--- src/rtl/mouse_pkg.sv ---
// Mouse cursor controller types and cursor bitmap geometry.
package mouse_pkg;
  localparam int CURSOR_W = 16;
  localparam int CURSOR_H = 16;

  typedef enum logic [1:0] {
    IDLE   = 2'd0,
    CLAMP  = 2'd1,
    COMMIT = 2'd2
  } mouse_ctl_state_t;
endpackage

--- src/rtl/vga_pkg.sv ---
// VGA timing constants shared across the video pipeline (800x600 @ 40 MHz).
package vga_pkg;
  localparam int H_ACTIVE = 800;
  localparam int V_ACTIVE = 600;
endpackage

--- src/rtl/edge_rise_det.sv ---
// Rising-edge detector: one-cycle pulse on the cycle sig first reads high.
module edge_rise_det (
  input  logic clk40MHz,
  input  logic rst,
  input  logic sig,
  output logic rise
);
  logic sig_d;

  // delayed copy of the input for edge comparison
  always_ff @(posedge clk40MHz) begin
    if (rst) sig_d <= 1'b0;
    else     sig_d <= sig;
  end

  assign rise = sig & ~sig_d;
endmodule

--- src/rtl/mouse_pos_ctl.sv ---
// Frame-synchronous cursor position controller: captures decoder updates,
// commits clamped coordinates at vblank rise, hides cursor after idle frames.
module mouse_pos_ctl
  import mouse_pkg::*;
#(
  parameter int H_ACTIVE    = vga_pkg::H_ACTIVE,
  parameter int V_ACTIVE    = vga_pkg::V_ACTIVE,
  parameter int HIDE_FRAMES = 300
) (
  input  logic        clk40MHz,
  input  logic        rst,
  input  logic [11:0] xpos_raw,
  input  logic [11:0] ypos_raw,
  input  logic        pos_valid,
  input  logic        vblnk,
  output logic [11:0] xpos,
  output logic [11:0] ypos,
  output logic        cursor_en,
  output logic        commit
);
  localparam logic [11:0] X_MAX  = 12'(H_ACTIVE - CURSOR_W);
  localparam logic [11:0] Y_MAX  = 12'(V_ACTIVE - CURSOR_H);
  localparam logic [11:0] X_RST  = 12'(H_ACTIVE / 2);
  localparam logic [11:0] Y_RST  = 12'(V_ACTIVE / 2);
  localparam int          IDLE_W = (HIDE_FRAMES > 0) ? $clog2(HIDE_FRAMES + 1) : 1;
  localparam logic [IDLE_W-1:0] IDLE_MAX = IDLE_W'(HIDE_FRAMES);
  localparam logic        NEVER_HIDE = (HIDE_FRAMES == 0);

  mouse_ctl_state_t state, state_nxt;
  logic              vblnk_rise;
  logic              pending;
  logic [11:0]       pend_x, pend_y;
  logic [11:0]       work_x, work_y;
  logic [IDLE_W-1:0] idle_cnt;
  logic              start;

  edge_rise_det u_vblnk_rise (
    .clk40MHz (clk40MHz),
    .rst      (rst),
    .sig      (vblnk),
    .rise     (vblnk_rise)
  );

  // a commit sequence only begins from IDLE; rises in other states are dropped
  assign start = (state == IDLE) && vblnk_rise && pending;

  // state register
  always_ff @(posedge clk40MHz) begin
    if (rst) state <= IDLE;
    else     state <= state_nxt;
  end

  // next-state: IDLE -> CLAMP -> COMMIT -> IDLE, one step per cycle
  always_comb begin
    state_nxt = state;
    case (state)
      IDLE:    if (start) state_nxt = CLAMP;
      CLAMP:   state_nxt = COMMIT;
      COMMIT:  state_nxt = IDLE;
      default: state_nxt = IDLE;
    endcase
  end

  // capture latest decoder position; a strobe on the start cycle survives for next frame
  always_ff @(posedge clk40MHz) begin
    if (rst) begin
      pending <= 1'b0;
      pend_x  <= '0;
      pend_y  <= '0;
    end else if (pos_valid) begin
      pending <= 1'b1;
      pend_x  <= xpos_raw;
      pend_y  <= ypos_raw;
    end else if (start) begin
      pending <= 1'b0;
    end
  end

  // work registers: snapshot at start, clamp in place during CLAMP
  always_ff @(posedge clk40MHz) begin
    if (rst) begin
      work_x <= '0;
      work_y <= '0;
    end else if (start) begin
      work_x <= pend_x;
      work_y <= pend_y;
    end else if (state == CLAMP) begin
      work_x <= (work_x > X_MAX) ? X_MAX : work_x;
      work_y <= (work_y > Y_MAX) ? Y_MAX : work_y;
    end
  end

  // committed outputs, commit strobe and idle-frame tracking
  always_ff @(posedge clk40MHz) begin
    if (rst) begin
      xpos      <= X_RST;
      ypos      <= Y_RST;
      commit    <= 1'b0;
      idle_cnt  <= '0;
      cursor_en <= 1'b1;
    end else begin
      commit    <= 1'b0;
      cursor_en <= NEVER_HIDE || (idle_cnt < IDLE_MAX);
      if (state == COMMIT) begin
        xpos     <= work_x;
        ypos     <= work_y;
        commit   <= 1'b1;
        idle_cnt <= '0;
      end else if (state == IDLE && vblnk_rise && !pending && idle_cnt != IDLE_MAX) begin
        idle_cnt <= idle_cnt + 1'b1;
      end
    end
  end
endmodule

--- config.mk ---
export PLATFORM = sky130hd
export DESIGN_NAME = mouse_pos_ctl
export DESIGN_NICKNAME = d
export VERILOG_FILES = /design/src/rtl/mouse_pkg.sv /design/src/rtl/vga_pkg.sv /design/src/rtl/edge_rise_det.sv /design/src/rtl/mouse_pos_ctl.sv
export SDC_FILE = /design/constraint.sdc
export NUM_CORES = 1
export LEC_CHECK = 0
export ABC_AREA = 1
export BUFFER_PORTS_ARGS = -buffer_cell sky130_fd_sc_hd__buf_2
export CAP_MARGIN = 20
export CORE_MARGIN = 2
export CORE_UTILIZATION = 35
export CTS_CLUSTER_SIZE = 30
export DETAILED_ROUTE_END_ITERATION = 16
export GPL_ROUTABILITY_DRIVEN = 0
export RECOVER_POWER = 50
export SLEW_MARGIN = 20
export SYNTH_ARGS = -nofsm -noshare
export SYNTH_HDL_FRONTEND = slang
export SYNTH_SLANG_ARGS = --single-unit
export TNS_END_PERCENT = 10
--- constraint.sdc ---
create_clock -name clk40MHz -period 1.8 [get_ports clk40MHz]
set_clock_uncertainty 0.2 [all_clocks]
set_input_delay 0.36 -clock clk40MHz [delete_from_list [all_inputs] [get_ports clk40MHz]]
set_output_delay 0.36 -clock clk40MHz [all_outputs]
set_load 0.005 [all_outputs]
==> parameters.txt, run 1 <==
Parameter                              Value

Floorplan
  Std-Cell Rows ... 35
  Area of the die ... 10400 sq um
  Horiz. Die Dim ... 102.0 microns
  Core Region ... 9284 sq um
  Top Ports ... 54
  Initial core utilization ... 36.20%
  Die Span Y ... 102.0 microns

Timing
  Number of endpoints failing setup at the final stage ... 0
  Minimum clock period after layout ... 1.622 ns
  RSZ-0062 raised after global routing ... no
  Highest clock rate ... 0.6165 GHz
  Relative slew margins ... 55.53%
  Setup TNS ... 0 ns
  Min Hold Slack ... 0.01929 ns
  Max-slew violation count ... 0
  Final number of hold-violating endpoints ... 0
  Post-layout worst setup margin ... 0.1778 ns
  Worst Tran Pin Value ... 0.6670 ns
  Final worst path period share ... 90.12%

Clock tree
  Clock tree from TritonCTS ... built
  Clock network latency to the later pin of the worst-skew pair ... 0.36 ns
  Clock-pin transition on the worst setup and hold timing paths ... 0.09 ns
  Setup bufs post-CTS ... 0
  CTS sink count ... 87
  Cts hold-fix bufs ... 0
  Root cell of the clock tree ... sky130_fd_sc_hd__clkbuf_8
  Deepest clock path buffer count ... 2
  Htree depth ... 3
  Number of clock buffers inserted by TritonCTS ... 9
  PostCTS Resize Cnt ... 0

Job
  Count of max-cap constraint violations ... 0

Min path
  Hold Path Class ... input pin to register
  Hold path cells ... 3
  Beginning of the worst hold path ... ypos_raw[4]
  Worst min-delay path endpoint ... pend_y[4]

Placement
  Post-DP HPWL ... 5.278 mm
  Inst Count DP ... 597
  Number of buffer cells added on primary ports ... 53
  Setup WS pre-CTS ... 0.03004 ns
  Placement Cell Area ... 3752 sq um

Yosys
  Mean instance size in the synthesized netlist ... 7.964 sq um
  Net count after synthesis ... 452
  Yosys warnings ... 0
  Fraction of the yosys area taken by sequential cells ... 51.82%
  Synth Instances ... 422
  Post-synth cell types ... 33
  Flop and latch count out of synthesis ... 87
  Area of the mapped netlist ... 3361 sq um

Route
  Number of nets with antenna violations after routing ... 0
  Top metal layer carrying routed signals ... met4
  Met2 Wirelength ... 3.157 mm
  Length of routed wiring on met1 ... 3.681 mm
  Overall via count from detail_route ... 2695
  Met3 wire length ... 284 microns
  Detailed router's first-iteration violation count ... 121
  Detail-routed net length per standard cell ... 11.78 microns
  First-pass detailed-route iteration total ... 4
  Vias per cell ... 4.396
  Number of DRC violations after detailed routing ... 0
  Final WL ... 7.219 mm

Final layout
  Post-Route Utilization ... 42.68%
  Net count, final ... 509
  Area growth from synthesis to final layout ... 17.91%
  Final design area excluding fillers ... 3963 sq um
  Number of non-filler instances in the completed layout ... 613
  Antenna fix cells ... 0
  Proportion of layout cells with a drive suffix above 1 ... 17.56%

Critical path
  Slowest library cell on the worst path ... sky130_fd_sc_hd__clkbuf_1
  Setup slack of the most critical reg-to-reg path ... 0.18 ns
  Data required time at the worst endpoint ... 1.88 ns
  Worst reg2reg path depth ... 7
  Delay contributed by the slowest stage of the critical path ... 0.54 ns
  Launch point of the critical path ... rst
  Cell type with the highest occurrence count on the critical path ... sky130_fd_sc_hd__clkbuf_1
  Start of the worst register-to-register path ... idle_cnt[0]
  Kind of end point of the critical path ... register
  Capture point of the worst reg-to-reg path ... idle_cnt[0]
  Crit path arrival time ... 1.70 ns
  CP max FO ... 19
  Critical setup path kind ... input pin to register
  Buffers and inverters on the worst path ... 3
  Critical-path cell list ... clkbuf_1, inv_1, clkbuf_1, o21ai_0, a21oi_1
  Kind of cell with the highest combined delay on the critical path ... buffers and inverters
  Startpoint types ... input pin

Global route
  Total GRT Usage ... 14.73%
  Antenna violations before repair ... 0
  Via count of the first global-routing pass ... 2463
  Global-route wire length before repair ... 11.93 mm
  Maximum number of pins on one net before global-route repair ... 23
  Overflow after GRT ... 0

Power
  Part of the total power dissipated in sequential elements ... 52.4%
  Largest voltage drop on the vdd net ... 305.8 uV
  Fraction of power consumed by combinational cells ... 6.2%
  Leakage dissipation ... 1.700 nW
  Relative contribution of the clock network to total power ... 41.4%
  Switching power summed over all nets ... 0.8627 mW
  Cell internal pwr ... 2.996 mW
  Pwr Density ... 973.7 nW/um^2
  Net switching fraction of the power ... 22.36%
  Post-layout power ... 3.858 mW

Outcome
  Status ... complete, no violations
-- worst min-delay path: cells and delay by family --
family / cells / cell delay, ns
AND/OR/NAND/NOR: 2 / 0.11
buffers and inverters: 1 / 0.07
-- power by group through the flow --
stage | Combinational, mW | Sequential, mW | Clock [mW]
after floorplan | 0.169 | 2.05 | 0
after global placement | 0.241 | 2.06 | 0
after detailed placement | 0.243 | 2.07 | 0
after CTS | 0.245 | 2.02 | 1.64
after global routing | 0.273 | 2.03 | 1.74
final | 0.239 | 2.02 | 1.60
-- sequential cells by signal, indices dropped and copies added, names as in the netlist, 2 cells and up --
register and count:
idle_cnt 9, pend_x 12, pend_y 12, state 2
work_x 12, work_y 12, xpos 12, ypos 12
-- per-layer routing --
metal	GRT usage, %	vias up
met5	0	-
met4	6.462	0
met3	3.146	9
met2	22.47	54
met1	20.15	1171
li1	-	1461
-- worst max-delay path by stage --
stage | endpoint | cells past startpoint
finish | pend_y[11] | 5
global route | idle_cnt[4] | 7
CTS | work_y[1] | 8
detailed placement | work_y[2] | 10
global placement | work_y[10] | 10
floorplan | idle_cnt[5] | 7
-- synthesized netlist by cell type --
cell / instances / area [sq um]
sky130_fd_sc_hd__nor2_2: 2 / 12.51
sky130_fd_sc_hd__buf_6: 3 / 33.78
sky130_fd_sc_hd__o22a_1: 1 / 8.760
sky130_fd_sc_hd__dfxtp_1: 87 / 1742
sky130_fd_sc_hd__ha_1: 2 / 25.02
sky130_fd_sc_hd__buf_1: 1 / 3.750
sky130_fd_sc_hd__xor2_1: 5 / 43.79
sky130_fd_sc_hd__o21ai_0: 41 / 205.2
sky130_fd_sc_hd__nand3_1: 15 / 75.07
sky130_fd_sc_hd__nand3b_1: 1 / 7.510
sky130_fd_sc_hd__a21oi_2: 5 / 43.79
sky130_fd_sc_hd__buf_2: 2 / 10.01
sky130_fd_sc_hd__nor3_4: 1 / 16.27
sky130_fd_sc_hd__o31ai_1: 1 / 7.510
sky130_fd_sc_hd__buf_4: 4 / 30.03
sky130_fd_sc_hd__clkbuf_8: 1 / 13.76
sky130_fd_sc_hd__nand2_2: 5 / 31.28
sky130_fd_sc_hd__inv_2: 2 / 7.510
sky130_fd_sc_hd__a21o_1: 1 / 7.510
sky130_fd_sc_hd__a22o_1: 8 / 70.07
sky130_fd_sc_hd__clkinv_1: 1 / 3.750
sky130_fd_sc_hd__nor2_8: 1 / 20.02
sky130_fd_sc_hd__nand4_1: 1 / 6.260
sky130_fd_sc_hd__nor3_1: 3 / 15.01
sky130_fd_sc_hd__inv_1: 32 / 120.1
sky130_fd_sc_hd__nor2_1: 74 / 277.8
sky130_fd_sc_hd__nand3_2: 1 / 10.01
sky130_fd_sc_hd__clkbuf_1: 7 / 26.28
sky130_fd_sc_hd__nand2_4: 2 / 22.52
sky130_fd_sc_hd__nor2_4: 2 / 22.52
sky130_fd_sc_hd__nand2_1: 89 / 334.1
sky130_fd_sc_hd__o22ai_1: 2 / 12.51
sky130_fd_sc_hd__a21oi_1: 19 / 95.09
-- cell type report --
class	instances	area, sq um
repair buffers	64	325.3
clock inverters	6	108.9
fillers	992	5321
clock buffers	10	127.6
well taps	129	161.4
flip-flops and latches	87	1742
inverters	35	131.4
multi-input cells	282	1366
-- cell families after synthesis --
kind of cell | Yosys count | share of synthesized area (%)
AND/OR/NAND/NOR | 197 | 25.32
AO/OA/AOI/OAI | 78 | 13.40
XOR/XNOR | 5 | 1.303
buffers and inverters | 53 | 7.409
adder cells (fa/ha/maj) | 2 | 0.7445
flip-flops | 87 | 51.82
-- cell usage in the layout (no fill, tap or decap) --
cell and count:
sky130_fd_sc_hd__buf_2 40, sky130_fd_sc_hd__clkinv_4 1, sky130_fd_sc_hd__clkinv_2 2, sky130_fd_sc_hd__clkbuf_2 1, sky130_fd_sc_hd__nor3_1 3, sky130_fd_sc_hd__o21ai_0 41
sky130_fd_sc_hd__buf_4 9, sky130_fd_sc_hd__nand4_1 1, sky130_fd_sc_hd__a21oi_2 5, sky130_fd_sc_hd__ha_1 2, sky130_fd_sc_hd__nor2_1 74, sky130_fd_sc_hd__nand2_4 2
sky130_fd_sc_hd__buf_1 1, sky130_fd_sc_hd__nand2_2 4, sky130_fd_sc_hd__a21oi_1 19, sky130_fd_sc_hd__o31ai_1 1, sky130_fd_sc_hd__nor2_4 3, sky130_fd_sc_hd__a21o_1 1
sky130_fd_sc_hd__nand3b_1 1, sky130_fd_sc_hd__inv_2 2, sky130_fd_sc_hd__clkinv_1 1, sky130_fd_sc_hd__nor3_4 1, sky130_fd_sc_hd__inv_1 32, sky130_fd_sc_hd__nand2_1 90
sky130_fd_sc_hd__o22a_1 1, sky130_fd_sc_hd__xor2_1 5, sky130_fd_sc_hd__nand3_1 15, sky130_fd_sc_hd__clkbuf_1 14, sky130_fd_sc_hd__nor2_2 2, sky130_fd_sc_hd__dfxtp_1 87
sky130_fd_sc_hd__o22ai_1 2, sky130_fd_sc_hd__nand3_4 1, sky130_fd_sc_hd__clkbuf_8 9, sky130_fd_sc_hd__bufinv_16 3, sky130_fd_sc_hd__a22o_1 8
(Power assumes the default switching activity.)
==> inputs of run 2 (changes only) <==
--- a/config.mk
+++ b/config.mk
@@ -14,4 +14,5 @@
 export DETAILED_ROUTE_END_ITERATION = 16
 export GPL_ROUTABILITY_DRIVEN = 0
+export PLACE_DENSITY = 0.57
 export RECOVER_POWER = 50
 export SLEW_MARGIN = 20
==> constraint.sdc (replaced) <==
create_clock -name clk40MHz -period 1.8 [get_ports clk40MHz]
set_clock_uncertainty 0.2 [all_clocks]
set_input_delay 0.27 -clock clk40MHz [delete_from_list [all_inputs] [get_ports clk40MHz]]
set_output_delay 0.27 -clock clk40MHz [all_outputs]
set_load 0.005 [all_outputs]
==> parameters.txt, run 2 (synthesized netlist as in run 1, its figures left out) <==
Parameter                              Value

Route
  Number of nets with antenna violations after routing ... 0 (unchanged)
  First-pass detailed-route iteration total ... 4 (unchanged)
  Final WL ... 7.304 mm (+1.2%)
  Detailed router's first-iteration violation count ... 124 (+2.5%)
  Number of DRC violations after detailed routing ... 0 (unchanged)
  Overall via count from detail_route ... 2790 (+3.5%)
  Vias per cell ... 4.429 (+0.73%)
  Detail-routed net length per standard cell ... 11.59 microns (-1.6%)

Critical path
  Slowest library cell on the worst path ... sky130_fd_sc_hd__dfxtp_1
  Delay contributed by the slowest stage of the critical path ... 0.33 ns (-0.21 ns)
  Startpoint types ... register
  Kind of cell with the highest combined delay on the critical path ... simple AND/OR/NAND/NOR gates
  CP max FO ... 11 (-8)
  Cell type with the highest occurrence count on the critical path ... sky130_fd_sc_hd__nand2_1
  Critical setup path kind ... register to register
  Critical-path cell list ... nor2_2, nand3_2, nand2_1, inv_1, nand3_1, nand2_2, nand2_1, nand2_1
  Buffers and inverters on the worst path ... 1 (-2)
  Crit path arrival time ... 1.67 ns (-0.03 ns)
  Data required time at the worst endpoint ... 1.85 ns (-0.03 ns)
  Kind of end point of the critical path ... register

Clock tree
  Htree depth ... 3 (unchanged)
  Setup bufs post-CTS ... 0 (unchanged)
  Number of clock buffers inserted by TritonCTS ... 9 (unchanged)
  Clock tree from TritonCTS ... built
  Clock-pin transition on the worst setup and hold timing paths ... 0.08 ns (about the same)
  Deepest clock path buffer count ... 2 (unchanged)
  Root cell of the clock tree ... sky130_fd_sc_hd__clkbuf_8
  Clock network latency to the later pin of the worst-skew pair ... 0.34 ns (-0.02 ns)
  CTS sink count ... 87 (unchanged)

Floorplan
  Top Ports ... 54 (unchanged)
  Area of the die ... 10400 sq um (unchanged)
  Die Span Y ... 102.0 microns (unchanged)
  Horiz. Die Dim ... 102.0 microns (unchanged)
  Core Region ... 9284 sq um (unchanged)
  Std-Cell Rows ... 35 (unchanged)
  Initial core utilization ... 36.20% (unchanged)

Power
  Switching power summed over all nets ... 0.8400 mW (-2.6%)
  Part of the total power dissipated in sequential elements ... 53.7% (+1.3 points)
  Leakage dissipation ... 1.767 nW (+4.0%)
  Post-layout power ... 3.758 mW (-2.6%)
  Cell internal pwr ... 2.918 mW (-2.6%)
  Fraction of power consumed by combinational cells ... 7.3% (+1.1 points)
  Relative contribution of the clock network to total power ... 39.0% (-2.4 points)
  Pwr Density ... 904.5 nW/um^2 (-7.1%)
  Net switching fraction of the power ... 22.35% (about the same)
  Largest voltage drop on the vdd net ... 311.9 uV (+2.0%)

Final layout
  Antenna fix cells ... 0 (unchanged)
  Proportion of layout cells with a drive suffix above 1 ... 14.77% (-2.8 points)
  Net count, final ... 527 (+3.5%)
  Most common cell after layout, fill and taps aside ... sky130_fd_sc_hd__nand2_1
  Most frequent cells in the layout ... 90 x sky130_fd_sc_hd__nand2_1, 87 x sky130_fd_sc_hd__dfxtp_1, 74 x sky130_fd_sc_hd__nor2_1
  Area growth from synthesis to final layout ... 23.64%
  Number of non-filler instances in the completed layout ... 630 (+2.8%)

Global route
  Antenna violations before repair ... 0 (unchanged)
  Via count of the first global-routing pass ... 2567 (+4.2%)
  Maximum number of pins on one net before global-route repair ... 40 (+74%)
  Global-route wire length before repair ... 12.11 mm (+1.5%)
  Total GRT Usage ... 14.84% (+0.11 points)
  Overflow after GRT ... 0 (unchanged)

Timing
  Post-layout worst setup margin ... 0.1757 ns (-0.002179 ns)
  Number of endpoints failing setup at the final stage ... 0 (unchanged)
  Worst Tran Pin Value ... 0.7140 ns (+0.04705 ns)
  Minimum clock period after layout ... 1.624 ns (+0.002179 ns)
  Setup TNS ... 0 ns (unchanged)
  Max-slew violation count ... 0 (unchanged)
  Final number of hold-violating endpoints ... 0 (unchanged)
  Highest clock rate ... 0.6156 GHz (-0.13%)
  Final worst path period share ... 90.24% (+0.12 points)
  RSZ-0062 raised after global routing ... no
  Relative slew margins ... 52.40% (-3.1 points)

Job
  Count of max-cap constraint violations ... 0 (unchanged)

Min path
  Hold Path Class ... input pin to register

Outcome
  Status ... complete, no violations

Placement
  Number of buffer cells added on primary ports ... 53 (unchanged)
  Setup WS pre-CTS ... 0.1368 ns (+0.1067 ns)
  Inst Count DP ... 591 (-1.0%)
  Post-DP HPWL ... 5.139 mm (-2.6%)
-- run 2: worst paths after layout --
path / end / depth (start not counted) / start / slack, ns
max: work_y[1] / 8 / state[0] / 0.18
min: pend_x[11] / 3 / xpos_raw[11] / 0.02
max reg2reg: work_y[1] / 8 / state[0] / 0.18
min reg2reg: work_x[5] / 2 / pend_x[5] / 0.24
-- run 2: power by group through the flow --
| stage | registers, mW | clock network, mW | logic (mW) |
|---|---|---|---|
| 2_1_floorplan | 2.05 | 0 | 0.169 |
| 3_3_place_gp | 2.06 | 0 | 0.237 |
| 3_5_place_dp | 2.07 | 0 | 0.238 |
| 4_1_cts | 2.02 | 1.51 | 0.279 |
| 5_1_grt | 2.03 | 1.58 | 0.312 |
| 6_report | 2.02 | 1.46 | 0.274 |
-- run 2: what timing repair did --
item | CTS | global route
setup endpoints to repair | 0 | 1
endpoints found under the hold margin | 23 | 0
hold buffers | 24 | 0
resized for setup | 0 | 2
-- run 2: area by class of cell --
type	instances	area [sq um]
clock inverters	3	67.56
repair buffers	82	531.8
clock buffers	12	145.1
flip-flops and latches	87	1742
fillers	993	5129
inverters	35	131.4
well taps	129	161.4
multi-input cells	282	1376
-- run 2: worst min-delay path, cell delays in order --
cell                      delay, ns
sky130_fd_sc_hd__buf_2         0.08
sky130_fd_sc_hd__o21ai_0       0.07
sky130_fd_sc_hd__a21oi_1       0.10
-- run 2: routing by layer --
metal  wire, microns  global-route usage (%)  up-vias
li1                -                       -     1496
met1            3797                   20.85     1234
met2            3033                   21.76       46
met3             287                   2.804       14
met4             184                   7.487        0
met5               0                       0        -
-- run 2: metrics by stage --
step	instance area, sq um	hold WS, ns	util [%]
final	4155	0.02016	44.76
after global routing	4155	0.04527	44.76
after CTS	4185	0.002698	45.08
after detailed placement	3732	0.2349	40.20
after global placement	3732	0.2301	40.20
after floorplan	3361	0.2049	-
==> inputs of run 3 (changes only) <==
- ABC_AREA: 1 -> 0
==> parameters.txt, run 3 <==
Parameter                              Value

Outcome
  Status ... complete, but fails checks
  Violations in the final reports ... negative setup slack

Critical path
  Kind of cell with the highest combined delay on the critical path ... simple AND/OR/NAND/NOR gates
  Launch point of the critical path ... u_vblnk_rise.sig_d
  Crit path arrival time ... 1.86 ns (+0.19 ns)
  Critical setup path kind ... register to register
  Start of the worst register-to-register path ... u_vblnk_rise.sig_d
  Buffers and inverters on the worst path ... 1 (unchanged)
  Slowest library cell on the worst path ... sky130_fd_sc_hd__or4b_4
  Startpoint types ... register
  Kind of end point of the critical path ... register
  Data required time at the worst endpoint ... 1.82 ns (-0.03 ns)
  Delay contributed by the slowest stage of the critical path ... 0.53 ns (+0.20 ns)
  CP max FO ... 6 (-5)
  Critical-path cell list ... or4b_4, buf_6, a211oi_4, mux2i_1, nor2_1

Clock tree
  Deepest clock path buffer count ... 2 (unchanged)
  Clock-pin transition on the worst setup and hold timing paths ... 0.08 ns (about the same)
  CTS sink count ... 87 (unchanged)
  Number of clock buffers inserted by TritonCTS ... 9 (unchanged)
  Setup bufs post-CTS ... 0 (unchanged)
  Root cell of the clock tree ... sky130_fd_sc_hd__clkbuf_8
  Clock network latency to the later pin of the worst-skew pair ... 0.35 ns (about the same)
  Htree depth ... 3 (unchanged)
  Clock tree from TritonCTS ... built

Yosys
  Most frequently used flop master after synthesis ... sky130_fd_sc_hd__dfxtp_1
  Cell taking the most area after synthesis ... sky130_fd_sc_hd__dfxtp_1
  Net count after synthesis ... 308 (-32%)
  Number of enable-type register cells in the synthesized netlist ... 0 (unchanged)
  Proportion of register bits with asynchronous set or reset after synthesis ... 0% (unchanged)
  Post-synth cell types ... 43 (+30%)
  Synth Instances ... 278 (-34%)
  Most common cell in the synthesized netlist ... sky130_fd_sc_hd__dfxtp_1
  Flop and latch count out of synthesis ... 87 (unchanged)
  Synth top area share ... 55.86% (+4.0 points)
  Yosys warnings ... 0 (unchanged)
  Leading cell types by total area after synthesis ... sky130_fd_sc_hd__dfxtp_1 56%, sky130_fd_sc_hd__mux2i_1 9.0%, sky130_fd_sc_hd__a22o_1 4.8%, sky130_fd_sc_hd__nor2_1 4.7%, sky130_fd_sc_hd__a32o_1 4.5%
  Area of the mapped netlist ... 3118 sq um (-7.2%)
  Fraction of the yosys area taken by sequential cells ... 55.86% (+4.0 points)
  Synth cell count leaders ... 87 x sky130_fd_sc_hd__dfxtp_1, 39 x sky130_fd_sc_hd__nor2_1, 28 x sky130_fd_sc_hd__mux2i_1
  Mean instance size in the synthesized netlist ... 11.22 sq um (+41%)

Final layout
  Most frequent cells in the layout ... 86 x sky130_fd_sc_hd__dfxtp_1, 53 x sky130_fd_sc_hd__buf_2, 38 x sky130_fd_sc_hd__nor2_1
  Total of fill cells in the finished design ... 854 (-14%)
  Antenna fix cells ... 0 (unchanged)
  Proportion of layout cells with a drive suffix above 1 ... 29.69% (+15 points)
  Area growth from synthesis to final layout ... 35.96%
  Net count, final ... 410 (-22%)
  Most common cell after layout, fill and taps aside ... sky130_fd_sc_hd__dfxtp_1
  Final design area excluding fillers ... 4239 sq um (+2.0%)
  Post-Route Utilization ... 48.85% (+4.1 points)

Route
  First-pass detailed-route iteration total ... 4 (unchanged)
  Detail-routed net length per standard cell ... 14.95 microns (+29%)
  Number of DRC violations after detailed routing ... 0 (unchanged)
  Overall via count from detail_route ... 2428 (-13%)
  Detailed router's first-iteration violation count ... 70 (-44%)
  Number of nets with antenna violations after routing ... 0 (unchanged)
  Final WL ... 7.354 mm (+0.68%)
  Vias per cell ... 4.935 (+11%)

Power
  Largest voltage drop on the vdd net ... 406.0 uV (+30%)
  Post-layout power ... 3.774 mW (+0.42%)
  Pwr Density ... 890.3 nW/um^2 (-1.6%)
  Leakage dissipation ... 1.766 nW (about the same)

Timing
  Minimum clock period after layout ... 1.838 ns (+0.2139 ns)
  Max-slew violation count ... 0 (unchanged)
  Final number of hold-violating endpoints ... 0 (unchanged)
  RSZ-0062 raised after global routing ... yes
  Number of endpoints failing setup at the final stage ... 2 (+2)
  Highest clock rate ... 0.5440 GHz (-12%)
  Final worst path period share ... 102.1% (+12 points)
  Post-layout worst setup margin ... -0.03827 ns (-0.2139 ns)
  Relative slew margins ... 68.49% (+16 points)
  Worst Tran Pin Value ... 0.4716 ns (-0.2425 ns)

Floorplan
  Core Region ... 8678 sq um (-6.5%)
  Initial core utilization ... 35.93% (-0.27 points)
  Horiz. Die Dim ... 98.39 microns (-3.5%)
  Std-Cell Rows ... 34 (-2.9%)
  Area of the die ... 9680 sq um (-6.9%)
  Die Span Y ... 98.39 microns (-3.5%)
  Top Ports ... 54 (unchanged)

Global route
  Total GRT Usage ... 15.68% (+0.84 points)
  Overflow after GRT ... 0 (unchanged)
  Most crowded layer after global routing ... met2
  Met3 track demand over resource ... 4.223% (+1.4 points)
  Global-route wire length before repair ... 11.87 mm (-2.0%)
  Via count of the first global-routing pass ... 2401 (-6.5%)
  Met2 Use GR ... 25.48% (+3.7 points)
  Antenna violations before repair ... 0 (unchanged)
  Maximum number of pins on one net before global-route repair ... 26 (-35%)
  Global-route track usage on met1 ... 19.96% (-0.89 points)

Placement
  Number of buffer cells added on primary ports ... 53 (unchanged)
  Placement Cell Area ... 3685 sq um (-1.3%)
  Post-DP HPWL ... 5.100 mm (-0.76%)

Min path
  Beginning of the worst hold path ... rst
  Hold Path Class ... input pin to register

Job
  Count of max-cap constraint violations ... 0 (unchanged)
run 3: cell types whose count changed in the layout (fill, tap and decap cells not counted), sizes merged, moves of 15 or more:
cell / delta
nor2: -40
nand2: -88
clkbuf: -15
inv: -28
o21ai: -40
mux2i: +28
buf: +39
a21oi: -21
run 3: report_power, final:
group | switching [mW] | internal [mW]
Sequential | 0.0321 | 1.98
Clock | 0.640 | 0.814
Combinational | 0.148 | 0.164
run 3: path summary, 6_finish.rpt:
kind	endpoint	slack, ns	depth (start not counted)
worst min register to register	cursor_en	0.27	1
worst max-delay path	idle_cnt[1]	-0.04	5
worst max register to register	idle_cnt[1]	-0.04	5
worst min-delay path	cursor_en	0.05	3
run 3: repair_timing:
item | CTS | global route
pin swaps | 5 | 3
resized for setup | 8 | 8
hold endpoints to repair | 25 | 0
setup endpoints to repair | 22 | 26
hold buffers | 25 | 0
run 3: kinds of logic after synthesis:
group | synth area share [%]
AOI/OAI and AO/OA | 18.86
DFF | 55.86
adders and majority gates | 0.8024
muxes | 8.989
xor gates and xnor gates | 1.404
buffers and inverters | 2.929
and+or+nand+nor | 11.16
run 3: through the flow:
stage          worst slack [ns]  cells  hold slack [ns]  TNS [ns]
2_1_floorplan          -0.02871    278           0.1982  -0.08496
3_5_place_dp           -0.06087    452           0.2601   -0.3808
6_report               -0.03827    492          0.05378  -0.05308
5_1_grt                 -0.1214    492          0.05842   -0.6957
4_1_cts                -0.02449    492          0.03481  -0.04513
3_3_place_gp           -0.03527    452           0.2397   -0.1084
run 3: final cells by class:
class                   instances  area [sq um]  area share, %
clock buffers                  12         145.1          3.424
clock inverters                 3         67.56          1.594
inverters                       6         22.52         0.5313
multi-input cells             169          1373          32.38
flip-flops and latches         87          1743          41.12
well taps                     108         135.1          3.188
repair buffers                107         753.2          17.77
run 3: worst reg2reg max path: stages, from the launching register on:
cell                       delay, ns
sky130_fd_sc_hd__dfxtp_1        0.32
sky130_fd_sc_hd__or4b_4         0.53
sky130_fd_sc_hd__buf_6          0.16
sky130_fd_sc_hd__a211oi_4       0.24
sky130_fd_sc_hd__mux2i_1        0.22
sky130_fd_sc_hd__nor2_1         0.05
run 3: routing by layer:
| metal | wire length (microns) | vias up |
|---|---|---|
| met5 | 0 | - |
| met1 | 3572 | 1147 |
| met2 | 3468 | 43 |
| li1 | - | 1234 |
| met4 | 73 | 0 |
| met3 | 240 | 4 |
